## config.mk

```make
export PLATFORM = sky130hd
export DESIGN_NAME = ddr_req_arbiter
export DESIGN_NICKNAME = d
export VERILOG_FILES = /design/src/rtl/ddr_req_arbiter.sv
export SDC_FILE = /design/constraint.sdc
export NUM_CORES = 2
export LEC_CHECK = 0
export BUFFER_PORTS_ARGS = -buffer_cell sky130_fd_sc_hd__buf_2
export CAP_MARGIN = 40
export CORE_UTILIZATION = 35
export CTS_BUF_LIST = sky130_fd_sc_hd__clkbuf_16
export DETAILED_ROUTE_END_ITERATION = 7
export GPL_TIMING_DRIVEN = 0
export HOLD_SLACK_MARGIN = 0.05
export PLACE_DENSITY = 0.55
export SLEW_MARGIN = 20
export SYNTH_ARGS = -nofsm -noshare
export SYNTH_HDL_FRONTEND = slang
export SYNTH_SLANG_ARGS = --single-unit
```

## constraint.sdc

```tcl
create_clock -name i_clock -period 9.2 [get_ports i_clock]
set_clock_uncertainty 0.15 [all_clocks]
set_input_delay 0.92 -clock i_clock [delete_from_list [all_inputs] [get_ports i_clock]]
set_output_delay 0.92 -clock i_clock [all_outputs]
set_load 0.02 [all_outputs]
```

## src/rtl/ddr_req_arbiter.sv

```systemverilog
// ddr_req_arbiter
// ---------------------------------------------------------------------------
// Multi-port request front end for the DDR4 simulation model. Each requestor
// port owns a small FIFO of {addr, data, rw} entries. An issue FSM picks one
// non-empty port at a time, either round-robin or fixed priority with port 0
// highest. It presents the popped entry to the controller as a one-cycle
// o_act_cmd strobe. Strobes are never closer together than MIN_GAP cycles,
// and no grant is made while the controller reports busy.
//
// Ports:
//   i_clock       single clock, all logic on the rising edge
//   i_reset       synchronous active-high reset
//   i_req_valid   per-port request valid
//   o_req_ready   per-port FIFO can accept (decoded from the registered count)
//   i_req_addr    per-port address, port p at [p*ADDR_W +: ADDR_W]
//   i_req_data    per-port write data, same packing
//   i_req_rw      per-port direction, 1 = WRITE, 0 = READ
//   i_dev_busy    controller busy; holds grants while the FSM is idle
//   o_act_cmd     one-cycle command strobe
//   o_cmd_addr    address of the issued command (held until the next grant)
//   o_cmd_data    write data of the issued command
//   o_cmd_rw      direction of the issued command
//   o_cmd_port    source port of the issued command
//   o_fifo_empty  per-port FIFO empty flag (decoded from the registered count)
// ---------------------------------------------------------------------------
module ddr_req_arbiter #(
  parameter int NUM_PORTS = 4,
  parameter int DEPTH     = 8,
  parameter int ADDR_W    = 32,
  parameter int DATA_W    = 64,
  parameter int MIN_GAP   = 8,
  parameter int PRIO_MODE = 0,
  localparam int PW = (NUM_PORTS > 1) ? $clog2(NUM_PORTS) : 1
) (
  input  logic                        i_clock,
  input  logic                        i_reset,
  input  logic [NUM_PORTS-1:0]        i_req_valid,
  output logic [NUM_PORTS-1:0]        o_req_ready,
  input  logic [NUM_PORTS*ADDR_W-1:0] i_req_addr,
  input  logic [NUM_PORTS*DATA_W-1:0] i_req_data,
  input  logic [NUM_PORTS-1:0]        i_req_rw,
  input  logic                        i_dev_busy,
  output logic                        o_act_cmd,
  output logic [ADDR_W-1:0]           o_cmd_addr,
  output logic [DATA_W-1:0]           o_cmd_data,
  output logic                        o_cmd_rw,
  output logic [PW-1:0]               o_cmd_port,
  output logic [NUM_PORTS-1:0]        o_fifo_empty
);

  localparam int PTRW = $clog2(DEPTH);
  localparam int CW   = $clog2(DEPTH) + 1;
  localparam int GW   = $clog2(MIN_GAP);

  localparam logic [CW-1:0] FULL_CNT  = CW'(DEPTH);
  localparam logic [GW-1:0] GAP_LOAD  = GW'(MIN_GAP - 1);
  localparam logic [GW-1:0] GAP_ONE   = GW'(1);
  localparam logic [PW-1:0] LAST_PORT = PW'(NUM_PORTS - 1);
  localparam logic [PW:0]   PORT_MOD  = (PW + 1)'(NUM_PORTS);

  typedef enum logic {
    ST_IDLE,
    ST_GAP
  } state_t;

  // FIFO storage and bookkeeping, one set per port
  logic [ADDR_W-1:0] r_memAddr [NUM_PORTS][DEPTH];
  logic [DATA_W-1:0] r_memData [NUM_PORTS][DEPTH];
  logic              r_memRw   [NUM_PORTS][DEPTH];
  logic [PTRW-1:0]   r_wrPtr   [NUM_PORTS];
  logic [PTRW-1:0]   r_rdPtr   [NUM_PORTS];
  logic [CW-1:0]     r_count   [NUM_PORTS];

  // Issue FSM and arbitration state
  state_t            r_state;
  state_t            w_nextState;
  logic [GW-1:0]     r_gapCnt;
  logic [GW-1:0]     w_nextGap;
  logic [PW-1:0]     r_rrPtr;

  logic [NUM_PORTS-1:0] w_push;
  logic [NUM_PORTS-1:0] w_pop;
  logic                 w_anyReq;
  logic                 w_grant;
  logic                 w_found;
  logic [PW-1:0]        w_winner;
  logic [PW-1:0]        w_cand;
  logic [PW:0]          w_sum;
  logic [ADDR_W-1:0]    w_popAddr;
  logic [DATA_W-1:0]    w_popData;
  logic                 w_popRw;

  // Ready and empty come straight from the registered counts. Ready does not
  // look at a same-cycle pop, so a full FIFO only reopens the cycle after it
  // drains one entry.
  for (genvar g = 0; g < NUM_PORTS; g++) begin : gStatus
    assign o_req_ready[g]  = (r_count[g] < FULL_CNT);
    assign o_fifo_empty[g] = (r_count[g] == '0);
    assign w_push[g]       = i_req_valid[g] & o_req_ready[g];
    assign w_pop[g]        = w_grant & (w_winner == PW'(g));
  end

  assign w_anyReq = ~(&o_fifo_empty);

  // Winner selection. Round-robin starts searching one past the last granted
  // port and wraps. Fixed priority takes the lowest non-empty index.
  always_comb begin
    w_winner = '0;
    w_found  = 1'b0;
    w_sum    = '0;
    w_cand   = '0;
    if (PRIO_MODE == 1) begin
      for (int i = 0; i < NUM_PORTS; i++) begin
        if (!w_found && !o_fifo_empty[i]) begin
          w_found  = 1'b1;
          w_winner = PW'(i);
        end
      end
    end else begin
      for (int i = 1; i <= NUM_PORTS; i++) begin
        w_sum = {1'b0, r_rrPtr} + (PW + 1)'(i);
        if (w_sum >= PORT_MOD) begin
          w_sum = w_sum - PORT_MOD;
        end
        w_cand = w_sum[PW-1:0];
        if (!w_found && !o_fifo_empty[w_cand]) begin
          w_found  = 1'b1;
          w_winner = w_cand;
        end
      end
    end
  end

  // Head entry of the winning FIFO, registered onto the command outputs on grant
  always_comb begin
    w_popAddr = r_memAddr[w_winner][r_rdPtr[w_winner]];
    w_popData = r_memData[w_winner][r_rdPtr[w_winner]];
    w_popRw   = r_memRw[w_winner][r_rdPtr[w_winner]];
  end

  // Entry storage has no reset; clearing the pointers and counts is enough to
  // discard whatever was queued.
  always_ff @(posedge i_clock) begin
    for (int p = 0; p < NUM_PORTS; p++) begin
      if (w_push[p]) begin
        r_memAddr[p][r_wrPtr[p]] <= i_req_addr[p*ADDR_W +: ADDR_W];
        r_memData[p][r_wrPtr[p]] <= i_req_data[p*DATA_W +: DATA_W];
        r_memRw[p][r_wrPtr[p]]   <= i_req_rw[p];
      end
    end
  end

  // Pointer and count bookkeeping. A simultaneous push and pop leaves the
  // count unchanged; pointers wrap naturally because DEPTH is a power of two.
  always_ff @(posedge i_clock) begin
    if (i_reset) begin
      for (int p = 0; p < NUM_PORTS; p++) begin
        r_wrPtr[p] <= '0;
        r_rdPtr[p] <= '0;
        r_count[p] <= '0;
      end
    end else begin
      for (int p = 0; p < NUM_PORTS; p++) begin
        if (w_push[p]) begin
          r_wrPtr[p] <= r_wrPtr[p] + 1'b1;
        end
        if (w_pop[p]) begin
          r_rdPtr[p] <= r_rdPtr[p] + 1'b1;
        end
        case ({w_push[p], w_pop[p]})
          2'b10:   r_count[p] <= r_count[p] + 1'b1;
          2'b01:   r_count[p] <= r_count[p] - 1'b1;
          default: r_count[p] <= r_count[p];
        endcase
      end
    end
  end

  // Issue FSM state register
  always_ff @(posedge i_clock) begin
    if (i_reset) begin
      r_state  <= ST_IDLE;
      r_gapCnt <= '0;
    end else begin
      r_state  <= w_nextState;
      r_gapCnt <= w_nextGap;
    end
  end

  // Issue FSM next state. dev_busy only matters while idle; once a command
  // has gone out the gap runs to completion regardless of busy.
  always_comb begin
    w_nextState = r_state;
    w_nextGap   = r_gapCnt;
    w_grant     = 1'b0;
    case (r_state)
      ST_IDLE: begin
        if (!i_dev_busy && w_anyReq) begin
          w_grant     = 1'b1;
          w_nextState = ST_GAP;
          w_nextGap   = GAP_LOAD;
        end
      end
      ST_GAP: begin
        w_nextGap = r_gapCnt - 1'b1;
        if (r_gapCnt == GAP_ONE) begin
          w_nextState = ST_IDLE;
        end
      end
      default: begin
        w_nextState = ST_IDLE;
        w_nextGap   = '0;
      end
    endcase
  end

  // Command outputs. The strobe is high only for the cycle after a grant;
  // the payload fields hold their last value between grants.
  always_ff @(posedge i_clock) begin
    if (i_reset) begin
      o_act_cmd  <= 1'b0;
      o_cmd_addr <= '0;
      o_cmd_data <= '0;
      o_cmd_rw   <= 1'b0;
      o_cmd_port <= '0;
      r_rrPtr    <= LAST_PORT;
    end else begin
      o_act_cmd <= w_grant;
      if (w_grant) begin
        o_cmd_addr <= w_popAddr;
        o_cmd_data <= w_popData;
        o_cmd_rw   <= w_popRw;
        o_cmd_port <= w_winner;
        r_rrPtr    <= w_winner;
      end
    end
  end

endmodule
```

==> Word-level counts from Yosys, hierarchy flattened <==
Memories as Yosys holds them, arrays and structs flattened.
Index checks and enable logic that the tools add are counted.
{ "totals": {"ram_bits": 3144, "memories": 6, "word_cells": 284, "romBits": 0, "out_inout_bits": 108, "regBits": 106, "latch_bits": 0, "in_bits": 395} }
{ "mem_list": {"columns": ["memory", "depth", "width", "read_ports", "rd_ports_with_merged_regs", "wr", "line", "rtl"], "rows": [
  ["r_memData", 4, 512, 1, 0, 4, "68", "logic [DATA_W-1:0] r_memData [NUM_PORTS][DEPTH];"],
  ["r_memAddr", 4, 256, 1, 0, 4, "67", "logic [ADDR_W-1:0] r_memAddr [NUM_PORTS][DEPTH];"],
  ["r_memRw", 4, 8, 1, 0, 4, "69", "logic r_memRw [NUM_PORTS][DEPTH];"],
  ["r_count", 4, 4, 4, 0, 4, "72", "logic [CW-1:0] r_count [NUM_PORTS];"],
  ["r_rdPtr", 4, 3, 5, 0, 4, "71", "logic [PTRW-1:0] r_rdPtr [NUM_PORTS];"],
  ["r_wrPtr", 4, 3, 4, 0, 4, "70", "logic [PTRW-1:0] r_wrPtr [NUM_PORTS];"]
]} }
{ "op_classes": {"add_sub_neg": 25, "magnitude_cmp": 21, "reduce_logical": 24, "n_eq_ne": 13, "bitwise_logic": 35, "multipliers": 0, "shifts": 0, "div": 0, "n_mux": 152} }
{ "ops": {"columns": ["op", "n"], "rows": [
  ["$mux 512", 4],
  ["$mux 256", 4],
  ["$demux 64 s3", 4],
  ["$demux 32 s3", 4],
  ["$mux 64", 6],
  ["$bmux 64 s3", 1],
  ["$mux 32", 6],
  ["$bmux 32 s3", 1],
  ["$mux 1", 78],
  ["$mux 4", 12],
  ["$mux 8", 4],
  ["$mux 3", 9],
  ["$add 3x1->3 const B", 8],
  ["$ge 4x4->1 const B", 5],
  ["$not 3->4", 5],
  ["$or 1x1->1", 20],
  ["$add 4x1->4 const B", 4],
  ["$logic_not 4->1", 4],
  ["$lt 4x1->1 const B", 4],
  ["$lt 4x4->1 const B", 4],
  ["$mux 2", 8],
  ["$sub 4x1->4 const B", 4],
  ["$demux 1 s3", 4],
  ["$eq 2x2->1 const B", 6],
  ["21 further kinds", 61]
]} }

==> Longest topological paths before layout <==
{ "depth": {"ltp_word": 23, "mapped_depth": 19, "depth_no_buf": 16} }

==> Worst setup path before layout <==
OpenSTA, ideal clock, no wires.
{ "synth_path": {"path_kind": "in2reg", "start": "input port i_req_valid[3]", "end": "memory r_memAddr[3][224] (netlist name), enable pin", "path_stages": 4, "slack_ps": 572, "arrival_time_ps": 7806, "setup_ps": 671, "required_ps": 8379, "n_path_buf": 0, "cell_sequence": "nand2_1 -> inv_1 -> nand2b_1 -> nor3_1"} }
{ "synth_rtl": {"columns": ["item", "line", "rtl"], "rows": [
  ["from (decl)", "37", "input logic [NUM_PORTS-1:0] i_req_valid,"],
  ["to (decl)", "67", null]
]} }

==> results.md <==
* Largest family of logic cells by synthesized area: multiplexers
* # IOs at just over 500
* Worst r2r dst: o_cmd_data[42]
* FF-to-FF path depth at 13
* Met2 Use GR at approximately two fifths
* Syn_nets at 8,646
* Synth area leaders: edfxtp_1, mux2i_1, o221ai_1
* Overflow after GRT at 0
* Clock sink total at between 3,000 and 4,000
* All-Layer GR Usage at around a quarter
* Buf/Inv on CP at 5
* Htree depth at 5
* Hold Path Origin: i_req_addr[82]
* Sequential fraction of the synthesis area at 72.6%
* CTS tree: done
* Sw power at ~14 mW
* Critical path's top delay family: buffers and inverters
* Syn Inst Count at about 8,200
* Synth area leader: edfxtp_1
* Min cycle time layout at roughly 6300 ps
* Req. time, crit path at roughly 9900 ps
* PwrDens at about 270 nW/um2
* Vias in the first global route at between 80,000 and 90,000
* Worst Path Class, Setup: flop to flop
* Slew Limit Headroom at 37.7%
* Detailed-placement wirelength estimate at 364,000 um
* Largest net degree at the start of global routing at 24
* Initial Utilization at a little over a third
* FF-to-FF Start: r_count[0][1]
* XOR/XNOR Fraction of Synth Area at less than 1%
* TritonCTS buffer count at around 350
* Power, Total at around 43 mW
* Mux contribution to synthesized area at between 10% and 20%
* Compound-Gate Fraction of Synth Area at under 10%
* M3 GR Usage at under 10%
* Clock transition at path regs at 60 ps
* GR Layer Usage met1 at 31.3%
* Antenna violations before repair at 82
* Area Overhead vs Synth at 19.7%
* CP Max Fanout at 12
* Port Buffer Count at around 500
* Final GP Congestion at 0.892
* Avg Cell Area, Syn at between 15 and 20 um2
* Die ar. at 382,000 um2
* Clk_lat worst skew at just under 1000 ps
* Peak Freq at between 150 and 200 MHz
* Synth warn at 0
* Hold Path Depth at 1
* Post-cts repair resize count at 0
* Peak VDD IR at roughly 0.15 mV
* # nets final at 9,863
* Post-Syn Area at 133,000 um2
* #FFs+latches synth at 3,250
* Final Hold Fails at 0
* Adder-cell share of the synthesized area at less than 1%
* RSZ-0062 raised after global routing: no
* Hold Path Sink: r_memAddr[2][18]
* First drt pass iteration count at 6
* Final TNS setup at 0 ps
* Share of cells above drive strength 1 at 20.5%
* Switching share of power at about 33%
* Rows at roughly 230
* Prevailing post-synth register cell: edfxtp_1
* ANT nets after route at 0
* Final WS setup at between 2000 and 3000 ps
* Final routed DRC violation total at 0
* Clock power share at about a third
* Core footprint at between 300,000 and 400,000 um2
* Clk buf depth at 4
* Post-DR wirelength/cell at 32.3 um
* Area share of the largest cell type after synthesis at a little under three quarters
* Synth Area in Simple Gates at under 10%
* Dpl ws at 3130 ps
* Seq pwr share at between 30% and 40%
* First-pass GRT wire length at roughly 650,000 um
* Clock root buffer master: clkbuf_16
* Min Hold Slack at 119 ps
* Post-synth cell types at 53
* Crit path capture type: flop
* Critical Path AT at 6950 ps
* Max Cap Viol at 0
* Vias at about 83,000
* CP Cell Sequence: or4_4, inv_2, o2bb2ai_2, clkbuf_1, buf_6, o2111ai_1, o2111ai_1, nand2_1, nand2_1, clkbuf_2, clkbuf_1, a21oi_1, a2111oi_2
* Final period util at about two thirds
* Slew @ Worst Pin at a little over 900 ps
* Leak at roughly 57 nW
* Routed WL at between 400,000 and 500,000 um
* Async SR Flop Fraction at 0%
* Slowest-stage cell, CP: nand2_1
* Final setup fails at 0
* Hold/Removal Path Class: input pin to flop
* Combinational share of power at 28.1%
* Vias per std cell at between 5 and 6
* Final core occ at between 40% and 50%
* Pint at ~29 mW
* Outcome: finished clean
* R2R Setup Slk at 2940 ps
* GR peak layer: met2
* Die Ht at 618 um
* Startpoint types: flop
* Initial drt markers at between 9,000 and 10,000
* EDFF count, synth at 3,144
* Slew Limit Fails at 0
* Die width at 618 um
* Critical Path Max Stage Delay at around 800 ps
==> worst reg2reg max path, delay by kind of cell (launching register included) <==
family / cells / cell delay (ps)
AO/OA/AOI/OAI: 5 / 1350
flip-flops: 1 / 460
AND/OR/NAND/NOR: 3 / 1790
buffers and inverters: 5 / 2390
==> worst max-delay path by stage <==
stage                         from                end  slack [ps]  cells past startpoint
floorplan           i_req_valid[3]  r_memAddr[3][224]         570                      4
global placement    i_req_valid[0]  r_memData[0][510]      -10250                      5
detailed placement   r_count[0][1]     o_cmd_data[42]        3130                     12
CTS                  r_count[0][1]     o_cmd_data[42]        3100                     12
global route         r_count[3][0]      r_count[2][2]        2890                     20
finish               r_count[0][1]     o_cmd_data[42]        2940                     13
==> area by class of cell <==
class	instances	area, um2
clock inverter	297	2400
multi-input combinational	4134	33200
inverter	223	837
timing repair buffer	868	8280
buffer	621	2730
sequential	3250	96500
fill	33800	218000
antenna	73	183
tap	4994	6250
clock buffer	348	8710
==> synthesized netlist by cell type, types with 6 or more instances <==
| library cell | n |
|---|---|
| edfxtp_1 | 3144 |
| mux2i_1 | 1362 |
| nand2_1 | 800 |
| clkbuf_1 | 427 |
| and3_1 | 388 |
| o221ai_1 | 387 |
| mux2_2 | 291 |
| inv_1 | 221 |
| o2111ai_1 | 202 |
| o311ai_0 | 188 |
| nor2_1 | 151 |
| buf_2 | 141 |
| dfxtp_1 | 106 |
| a21oi_1 | 105 |
| a2111oi_2 | 95 |
| buf_1 | 31 |
| nor3_1 | 31 |
| ha_1 | 23 |
| nand2b_1 | 21 |
| buf_6 | 17 |
| xnor2_1 | 14 |
| nor3b_1 | 9 |
| or2_2 | 8 |
| nand4_1 | 6 |
| o21bai_1 | 6 |
| o311ai_1 | 6 |
==> metrics by stage <==
step / area, um2 / instances
floorplan: 133000 / 8228
global placement: 142000 / 13700
detailed placement: 148000 / 14100
CTS: 159000 / 14700
global route: 159000 / 14800
finish: 159000 / 14800
==> what timing repair did <==
| action | in CTS | in global routing |
|---|---|---|
| endpoints found under the hold margin | 4 | 0 |
| setup buffers | 0 | 0 |
| setup endpoints to repair | 0 | 0 |
| hold buffers | 1 | 0 |
==> flip-flops by register name, summed over array words and instances (netlist names) <==
name	count
o_cmd_data	64
o_act_cmd	1
r_memRw	32
r_count	16
o_cmd_addr	32
r_wrPtr	12
o_cmd_rw	1
r_rdPtr	12
r_memData	2048
o_cmd_port	2
r_memAddr	1024
r_state	1
r_rrPtr	2
r_gapCnt	3
==> cells by family after synthesis <==
family / Yosys count
multiplexers: 1653
adder cells (fa/ha/maj): 23
flip-flops: 3250
buffers and inverters: 844
AND/OR/NAND/NOR: 1431
XOR/XNOR: 17
AO/OA/AOI/OAI: 1010
==> routing by layer <==
metal	vias up	wire length, um
met4	28	21700
li1	35100	-
met2	4420	226000
met1	42900	188000
met5	-	197
met3	865	41700
==> layout by cell type, fill, tap and decap left out, types with 23 or more instances in the layout <==
cell / n
a2111oi_2: 95
a21oi_1: 105
and3_1: 388
buf_1: 30
buf_12: 109
buf_16: 63
buf_2: 640
buf_4: 108
buf_6: 100
bufinv_16: 26
clkbuf_1: 395
clkbuf_16: 348
clkbuf_2: 23
clkinv_1: 81
clkinv_2: 65
dfxtp_1: 106
diode_2: 73
edfxtp_1: 3144
ha_1: 23
inv_1: 292
mux2_2: 291
mux2i_1: 1361
nand2_1: 800
nor2_1: 126
nor2_4: 25
nor3_1: 23
o2111ai_1: 202
o221ai_1: 387
o311ai_0: 188
==> power groups by stage <==
stage | sequential (mW) | combinational (mW) | clock (mW)
final | 17.0 | 12.0 | 13.7
after global routing | 17.1 | 12.5 | 14.4
after CTS | 17.0 | 11.9 | 13.9
after detailed placement | 17.3 | 11.8 | 0
after global placement | 17.5 | 11.2 | 0
after floorplan | 17.5 | 6.53 | 0
(Power assumes the default switching activity.)
